### src/rtl/mag_pkg.sv
`default_nettype none
// ============================================================================
// Module   : mag_pkg
// Brief    : Shared port-ID encoding and estimator latency for mag_arbiter.
// Revision : 1.0
// ============================================================================
package mag_pkg;

    typedef enum logic {
        PORT_A = 1'b0,
        PORT_B = 1'b1
    } port_e;

    localparam int c_EST_LATENCY = 3;

endpackage
`default_nettype wire

### src/rtl/complex_to_mag.sv
`default_nettype none
// ============================================================================
// Module   : complex_to_mag
// Brief    : 3-stage alpha-max-plus-beta-min magnitude (alpha=1, beta=1/4).
// Revision : 1.0
// ============================================================================
module complex_to_mag #(
    parameter int DATA_WIDTH = 16
) (
    input  logic                         clock,
    input  logic                         reset,
    input  logic                         enable,
    input  logic signed [DATA_WIDTH-1:0] input_i,
    input  logic signed [DATA_WIDTH-1:0] input_q,
    input  logic                         input_strobe,
    output logic        [DATA_WIDTH-1:0] mag,
    output logic                         mag_stb
);

    logic [DATA_WIDTH-1:0] w_abs_i;
    logic [DATA_WIDTH-1:0] w_abs_q;
    logic [DATA_WIDTH-1:0] r_abs_i;
    logic [DATA_WIDTH-1:0] r_abs_q;
    logic [DATA_WIDTH-1:0] r_max;
    logic [DATA_WIDTH-1:0] r_min_q;
    logic [DATA_WIDTH-1:0] r_mag;
    logic                  r_v1;
    logic                  r_v2;
    logic                  r_v3;

    // Two's-complement negate in DATA_WIDTH bits: the most negative value maps
    // to its unsigned magnitude 2^(DATA_WIDTH-1) without saturating.
    assign w_abs_i = input_i[DATA_WIDTH-1] ? (~input_i + 1'b1) : input_i;
    assign w_abs_q = input_q[DATA_WIDTH-1] ? (~input_q + 1'b1) : input_q;

    always_ff @(posedge clock) begin
        if (reset) begin
            r_abs_i <= '0;
            r_abs_q <= '0;
            r_max   <= '0;
            r_min_q <= '0;
            r_mag   <= '0;
            r_v1    <= 1'b0;
            r_v2    <= 1'b0;
            r_v3    <= 1'b0;
        end else if (enable) begin
            r_abs_i <= w_abs_i;
            r_abs_q <= w_abs_q;
            r_v1    <= input_strobe;
            r_max   <= (r_abs_i > r_abs_q) ? r_abs_i : r_abs_q;
            r_min_q <= ((r_abs_i > r_abs_q) ? r_abs_q : r_abs_i) >> 2;
            r_v2    <= r_v1;
            r_mag   <= r_max + r_min_q;
            r_v3    <= r_v2;
        end
    end

    assign mag     = r_mag;
    assign mag_stb = r_v3;

endmodule
`default_nettype wire

### src/rtl/mag_arbiter.sv
`default_nettype none
// ============================================================================
// Module   : mag_arbiter
// Brief    : Round-robin sharing of one magnitude estimator by two ports.
// Revision : 1.0
// ============================================================================
module mag_arbiter
    import mag_pkg::*;
#(
    parameter int DATA_WIDTH = 16
) (
    input  logic                         clock,
    input  logic                         reset,
    input  logic                         enable,
    input  logic signed [DATA_WIDTH-1:0] a_i,
    input  logic signed [DATA_WIDTH-1:0] a_q,
    input  logic                         a_stb,
    output logic                         a_ready,
    input  logic signed [DATA_WIDTH-1:0] b_i,
    input  logic signed [DATA_WIDTH-1:0] b_q,
    input  logic                         b_stb,
    output logic                         b_ready,
    output logic        [DATA_WIDTH-1:0] a_mag,
    output logic        [DATA_WIDTH-1:0] b_mag,
    output logic                         a_mag_stb,
    output logic                         b_mag_stb,
    output logic                         a_drop,
    output logic                         b_drop,
    output logic        [7:0]            a_drop_cnt,
    output logic        [7:0]            b_drop_cnt
);

    logic [1:0]                   w_stb;
    logic [1:0]                   w_ready;
    logic [1:0]                   w_grant;
    logic [1:0]                   w_valid;
    logic [1:0]                   w_drop;
    logic signed [DATA_WIDTH-1:0] w_in_i   [2];
    logic signed [DATA_WIDTH-1:0] w_in_q   [2];
    logic signed [DATA_WIDTH-1:0] w_buf_i  [2];
    logic signed [DATA_WIDTH-1:0] w_buf_q  [2];
    logic [7:0]                   w_drop_cnt [2];
    logic signed [DATA_WIDTH-1:0] w_est_i;
    logic signed [DATA_WIDTH-1:0] w_est_q;
    logic                         w_est_stb;
    logic [DATA_WIDTH-1:0]        w_mag;
    port_e                        r_last;
    port_e                        r_tag_p [c_EST_LATENCY];
    logic [c_EST_LATENCY-1:0]     r_tag_v;

    assign w_stb     = {b_stb, a_stb};
    assign w_in_i[0] = a_i;
    assign w_in_q[0] = a_q;
    assign w_in_i[1] = b_i;
    assign w_in_q[1] = b_q;

    // Round robin: on a tie the port not granted last time wins.
    assign w_grant[0] = w_valid[0] & (~w_valid[1] | (r_last == PORT_B));
    assign w_grant[1] = w_valid[1] & (~w_valid[0] | (r_last == PORT_A));

    generate
        for (genvar p = 0; p < 2; p++) begin : g_port
            logic                         r_valid;
            logic signed [DATA_WIDTH-1:0] r_i;
            logic signed [DATA_WIDTH-1:0] r_q;
            logic                         r_drop;
            logic [7:0]                   r_cnt;

            assign w_ready[p]    = enable & (~r_valid | w_grant[p]);
            assign w_valid[p]    = r_valid;
            assign w_buf_i[p]    = r_i;
            assign w_buf_q[p]    = r_q;
            assign w_drop[p]     = r_drop;
            assign w_drop_cnt[p] = r_cnt;

            always_ff @(posedge clock) begin
                if (reset) begin
                    r_valid <= 1'b0;
                    r_i     <= '0;
                    r_q     <= '0;
                    r_drop  <= 1'b0;
                    r_cnt   <= '0;
                end else begin
                    if (w_stb[p] & w_ready[p]) begin
                        r_valid <= 1'b1;
                        r_i     <= w_in_i[p];
                        r_q     <= w_in_q[p];
                    end else if (enable & w_grant[p]) begin
                        r_valid <= 1'b0;
                    end
                    if (w_stb[p] & ~w_ready[p]) begin
                        r_drop <= 1'b1;
                        if (r_cnt != 8'hFF) begin
                            r_cnt <= r_cnt + 8'd1;
                        end
                    end
                end
            end
        end
    endgenerate

    assign w_est_i = w_grant[1] ? w_buf_i[1] : w_buf_i[0];
    assign w_est_q = w_grant[1] ? w_buf_q[1] : w_buf_q[0];

    always_ff @(posedge clock) begin
        if (reset) begin
            r_last  <= PORT_B;
            r_tag_v <= '0;
            for (int i = 0; i < c_EST_LATENCY; i++) begin
                r_tag_p[i] <= PORT_A;
            end
        end else if (enable) begin
            if (|w_grant) begin
                r_last <= w_grant[1] ? PORT_B : PORT_A;
            end
            r_tag_v    <= {r_tag_v[c_EST_LATENCY-2:0], |w_grant};
            r_tag_p[0] <= w_grant[1] ? PORT_B : PORT_A;
            for (int i = 1; i < c_EST_LATENCY; i++) begin
                r_tag_p[i] <= r_tag_p[i-1];
            end
        end
    end

    complex_to_mag #(
        .DATA_WIDTH (DATA_WIDTH)
    ) u_est (
        .clock        (clock),
        .reset        (reset),
        .enable       (enable),
        .input_i      (w_est_i),
        .input_q      (w_est_q),
        .input_strobe (|w_grant),
        .mag          (w_mag),
        .mag_stb      (w_est_stb)
    );

    assign a_ready    = w_ready[0];
    assign b_ready    = w_ready[1];
    assign a_mag      = w_mag;
    assign b_mag      = w_mag;
    assign a_mag_stb  = enable & w_est_stb & r_tag_v[c_EST_LATENCY-1]
                        & (r_tag_p[c_EST_LATENCY-1] == PORT_A);
    assign b_mag_stb  = enable & w_est_stb & r_tag_v[c_EST_LATENCY-1]
                        & (r_tag_p[c_EST_LATENCY-1] == PORT_B);
    assign a_drop     = w_drop[0];
    assign b_drop     = w_drop[1];
    assign a_drop_cnt = w_drop_cnt[0];
    assign b_drop_cnt = w_drop_cnt[1];

endmodule
`default_nettype wire

### config.mk
export PLATFORM = sky130hd
export DESIGN_NAME = mag_arbiter
export DESIGN_NICKNAME = d
export VERILOG_FILES = /design/src/rtl/mag_pkg.sv /design/src/rtl/complex_to_mag.sv /design/src/rtl/mag_arbiter.sv
export SDC_FILE = /design/constraint.sdc
export NUM_CORES = 1
export LEC_CHECK = 0
export BUFFER_PORTS_ARGS = -buffer_cell sky130_fd_sc_hd__buf_2
export CAP_MARGIN = 20
export CORE_UTILIZATION = 45
export DETAILED_ROUTE_END_ITERATION = 10
export PLACE_DENSITY = 0.65
export RECOVER_POWER = 100
export SLEW_MARGIN = 20
export SYNTH_ARGS = -nofsm -noshare
export SYNTH_HDL_FRONTEND = slang
export SYNTH_HIERARCHICAL = 1
export SYNTH_SLANG_ARGS = --single-unit
### constraint.sdc
create_clock -name clock -period 4.35 [get_ports clock]
set_input_delay 0.435 -clock clock [delete_from_list [all_inputs] [get_ports clock]]
set_output_delay 0.435 -clock clock [all_outputs]
set_load 0.02 [all_outputs]
### After elaboration in Yosys (flattened, before gate mapping)

Memory sizes are Yosys's and may differ from the RTL's.
Index checks and enable logic that the tools add are counted.

| cells by class | value |
|---|---|
| add/subtract/negate cells | 5 |
| $lt $le $gt $ge | 1 |
| eq/ne operators | 2 |
| mux-type cells | 19 |
| bitwise gates (word level) | 29 |
| reduce and logical (&&, ||, !) cells | 6 |

Operators by type and width:

| operator | number |
|---|---|
| 16-bit two-way mux | 6 |
| 16-bit by 1-bit adder with 16-bit output, second input constant | 2 |
| 16-bit NOT | 2 |
| 16-bit by 14-bit adder with 16-bit output | 1 |
| 8-bit by 1-bit adder with 8-bit output, second input constant | 2 |
| 16-bit > comparator | 1 |
| 8-bit inequality test, second input constant | 2 |
| 1-bit bitwise AND | 14 |
| 1-bit two-way mux | 13 |
| 1-bit bitwise OR | 7 |
| 1-bit NOT | 6 |
| 2-bit AND reduction | 3 |
| 2-bit nonzero test | 2 |
| 2-bit OR reduction | 1 |

| word-level totals | value |
|---|---|
| flip-flop bits (word level) | 169 |
| memory bits (writable) | 3 |
| bits of input ports | 69 |
| output and inout port bits | 54 |
| logic and storage cells | 83 |
| memories kept | 1 |

Memory list:

| name | words | width | read ports | clocked after Yosys merged registers in | wr ports | RTL line | text |
|---|---|---|---|---|---|---|---|
| r_tag_p | 3 | 1 | 3 | 0 | 3 | mag_arbiter.sv:48 | `port_e r_tag_p [c_EST_LATENCY];` |

### Logic depth before layout (Yosys ltp)

| logic depth | value |
|---|---|
| depth after elaboration | 8 |
| mapped depth | 10 |
| mapped depth without buffers | 8 |

### Cells and area by module

The synthesis kept the hierarchy.

By module, submodules not included:

| module | instances | cells an instance | area each (um^2) | seq. area each (um^2) |
|---|---|---|---|---|
| complex_to_mag | 1 | 588 | 4859.7 | 1621.6 |
| mag_arbiter | 1 | 477 | 3950.0 | 1851.8 |

### Worst setup path after synthesis

No wires, ideal clock.

| timing path | value |
|---|---|
| kind | register to register |
| start point | register g_port[1].r_valid |
| end point | register u_est.r_abs_q[13] |
| library setup time | 86 ps |
| arrival | 2700 ps |
| data required time | 4264 ps |
| setup slack | 1565 ps |
| cell stages (with the launch flop) | 9 |
| path buffers | 1 |
| period minus slack after synthesis | 2785 ps |
| cells stage by stage | dfxtp_1 -> a21boi_1 -> buf_2 -> mux2_2 -> nor4_1 -> nand3_1 -> o41ai_1 -> xor2_1 -> a211oi_1 |

| between the ends | value |
|---|---|
| cells in the longest elaborated chain, start to end | 5 |

RTL lines:

| element | RTL line | text |
|---|---|---|
| from (decl) | mag_arbiter.sv:63 | `logic r_valid;` |
| from (signal assigned) | mag_arbiter.sv:78 | `r_valid <= 1'b0;` |
| from (signal assigned) | mag_arbiter.sv:85 | `r_valid <= 1'b1;` |
| from (signal assigned) | mag_arbiter.sv:89 | `r_valid <= 1'b0;` |
| 1-bit bitwise AND | mag_arbiter.sv:59 | `assign w_grant[1] = w_valid[1] & (~w_valid[0] \| (r_last == PORT_A));` |
| 16-bit two-way mux | mag_arbiter.sv:103 | `assign w_est_q = w_grant[1] ? w_buf_q[1] : w_buf_q[0];` |
| named net w_est_q[4] | mag_arbiter.sv:44 | `logic signed [DATA_WIDTH-1:0] w_est_q;` |
| 16-bit NOT | complex_to_mag.sv:34 | `assign w_abs_q = input_q[DATA_WIDTH-1] ? (~input_q + 1'b1) : input_q;` |
| 16-bit by 1-bit adder with 16-bit output | complex_to_mag.sv:34 |  |
| 16-bit two-way mux | complex_to_mag.sv:34 |  |
| to (signal assigned) | complex_to_mag.sv:48 | `r_abs_q <= w_abs_q;` |
| to (decl) | complex_to_mag.sv:23 | `logic [DATA_WIDTH-1:0] r_abs_q;` |

The timed path passes the listed nets, and every way through them passes these cells.
A chain may end at the register's enable or synchronous reset.

==> reports/metrics.cfg <==
[yosys]
synthSimpleGateAreaFrac = 0.186
yosysSeqAreaShare = 0.394
avgSynthCellArea_um2 = 8.27
synth_warnings = 6
synth_top_area_cell = dfxtp_1
async_flop_share = 0
synthesis.nets = 1169
synth_compound_area_frac = 0.213
synthFlopType = dfxtp_1
synth.cell_area_um2 = 8810
ys_ff_latch = 172
syn_inst = 1065
synth.area.top_cells = dfxtp_1 38%, nand2_1 6.7%, a21oi_1 5.4%, ha_1 4.8%, mux2_2 4.2%
yosysUniqueCellTypes = 67
synth_top_area_share = 0.384
synth_top_family_by_area = compound AO/OA/AOI/OAI gates
synth_xor_area_frac = 0.0308
synth_edf_count = 3
yosys.area_share.adder = 0.0506
synthMuxAreaShare = 0.0639

[drt]
met3_wirelength_um = 833
wl_per_cell_um = 14.5
ant_nets = 0
drtIter0Drc = 366
top_layer = met4
dr.pass1.iters = 5
wl_met2_um = 8970
drc_errors = 0
vias = 7537
wl_um = 20400
via_per_inst = 5.37
drt-met1-wl_um = 10400

[timing]
drv_slew = 136
setup_viol = 0
rsz0062_at_grt = false
relSlewSlack = -0.247
clock_skew_ns = 0.0110
period_share = 0.797
tightest_slew_ns = 1.87
hold_viol_final = 0
fin_setup_tns_ns = 0
layout_setup_ws_ns = 0.881
max_freq_mhz = 288
finalCriticalPeriod_ns = 3.47

[finish]
fin_util = 0.525
final_common_cell = dfxtp_1
multi_input_area_um2 = 4820
antennaDiodeCount = 0
most-common-layout-cells = 169 x dfxtp_1, 157 x nand2_1, 95 x a21oi_1
syn_to_final_growth_pct = 13.1
fillers = 1875
fin_area_um2 = 9960
final-seq-area_um2 = 3470
layout.nets = 1235
drive_gt1_frac = 0.143

[critical_path]
critPathKind = in -> reg
cp_top_family = buffers and inverters
crit_chain = clkbuf_1 -> buf_4 -> clkbuf_2 -> or2_2
cpMaxStageDelayCell = clkbuf_1
start_kind = input pin
worstPathRequired_ns = 4.49
cp.buffers_inverters = 3
crit_path_end_kind = flip-flop
worst_ep_arrival_time_ns = 3.61
max_stage_delay_ns = 1.11
path_max_fanout = 60

[place]
numPortBuffers = 122
gp_congestion = 0.835
dp_hpwl_um = 14600
placed_area_um2 = 9450
pre_cts_ws_ns = 1.39

[die]
die_w_um = 142
io-pin-count = 123
core.rowCount = 50
core_um2 = 19000
start_util = 0.465
die_h_um = 142
dieArea_um2 = 20100

[clocking]
cts_tree = built
ctsResizeCount = 0
cts_made_buffers = 17
cts_root_buf = clkbuf_16
cts_sinks = 172
clk_pin_slew_worst_paths_ns = 0.07
postCtsSetupRepairBufs = 0
cts-hold-fix-buffers = 0
cts_buffer_depth = 2
clk_latency_ns = 0.43
cts.htree.levels = 4

[grt]
grt_pass1_vias = 6736
grt_remaining_overflow = 0
grt_max_degree = 100
grt_pass1_wl_um = 33400
grtUsageTotal = 0.208
antenna_found_initial = 0

[flow_run]
cap_violations = 2

[pwr]
p_leak_nw = 3.82
p_total_mw = 3.92
p_per_area_nw_per_um2 = 393
ir_drop_mv = 0.280

[run_status]
status = complete, but fails checks
failed_checks = max-capacitance violations, max-slew violations

[worst_hold_path]
hp-class = in -> reg

worst paths after layout:
kind                                        start                end  slack, ns  cells after the start
worst min-delay path                      a_i[14]  g_port[0].r_i[14]       0.24                      3
worst max register to register  g_port[1].r_valid  u_est/r_abs_q[13]       1.05                      8
worst min register to register  g_port[0].r_q[13]  g_port[0].r_q[13]       0.45                      2
worst max-delay path                        reset      r_tag_p[0][0]       0.88                      4
metrics by stage:
step           cells  hold WS (ns)
2_1_floorplan   1065         0.433
3_3_place_gp    1372         0.440
5_1_grt         1404         0.241
3_5_place_dp    1372         0.445
6_report        1404         0.240
4_1_cts         1404         0.220
synth_stat cells, types with 3 or more instances:
| library cell | number |
|---|---|
| or2_2 | 3 |
| o21ai_0 | 53 |
| buf_1 | 8 |
| nor3b_1 | 3 |
| nor4_1 | 7 |
| inv_1 | 34 |
| and3_1 | 5 |
| a31oi_1 | 34 |
| o31ai_1 | 10 |
| mux2_2 | 33 |
| or3_1 | 5 |
| nand3b_1 | 3 |
| o211ai_1 | 4 |
| clkbuf_1 | 48 |
| xnor2_1 | 8 |
| or4_1 | 6 |
| buf_4 | 18 |
| nand4b_1 | 3 |
| nor2_1 | 82 |
| nand4_1 | 8 |
| a21o_1 | 19 |
| o41ai_1 | 4 |
| a21bo_2 | 14 |
| dfxtp_1 | 169 |
| buf_2 | 11 |
| nand3_1 | 48 |
| mux2i_1 | 18 |
| a21boi_0 | 3 |
| ha_1 | 34 |
| nand2_1 | 157 |
| nor2b_1 | 3 |
| a21oi_1 | 95 |
| nor3_1 | 16 |
| xor2_1 | 23 |
| o311ai_0 | 3 |
| edfxtp_1 | 3 |
| a211oi_1 | 37 |
power by group:
group | switching (mW) | internal (mW)
Combinational | 0.391 | 0.236
Sequential | 0.0667 | 1.67
Clock | 0.647 | 0.909
Total | 1.10 | 2.81
final cells by class:
class                      count  share of cell area
inverter                      35              0.0132
multi-input combinational    772               0.484
clock inverter                13              0.0167
tap                          260              0.0327
sequential                   172               0.349
timing repair buffer         133              0.0608
clock buffer                  19              0.0435
registers in the layout (all words and copies together), names as in the netlist:
| name | cells |
|---|---|
| u_est/mag | 16 |
| u_est/r_abs_i | 16 |
| u_est/r_v1 | 1 |
| b_drop | 1 |
| b_drop_cnt | 8 |
| a_drop | 1 |
| r_tag_p | 3 |
| r_tag_v | 3 |
| g_port.r_valid | 2 |
| g_port.r_q | 32 |
| u_est/r_v2 | 1 |
| u_est/r_min_q | 14 |
| u_est/r_abs_q | 16 |
| g_port.r_i | 32 |
| u_est/r_max | 16 |
| a_drop_cnt | 8 |
| r_last | 1 |
| u_est/mag_stb | 1 |
cells by family after synthesis:
kind of cell | after synthesis
flip-flops | 172
adder cells (fa/ha/maj) | 35
buffers and inverters | 121
multiplexers | 52
XOR/XNOR | 31
AO/OA/AOI/OAI | 294
AND/OR/NAND/NOR | 360
routing by layer:
| metal | up-vias | global-route usage |
|---|---|---|
| met1 | 3462 | 0.286 |
| met2 | 158 | 0.331 |
| met4 | 0 | 0.0707 |
| li1 | 3900 | - |
| met5 | - | 0 |
| met3 | 17 | 0.0334 |
tightest hold or removal path: stages:
cell,delay [ns]
buf_2,0.09
nand2_1,0.05
a21oi_1,0.05
(Power assumes the default switching activity.)
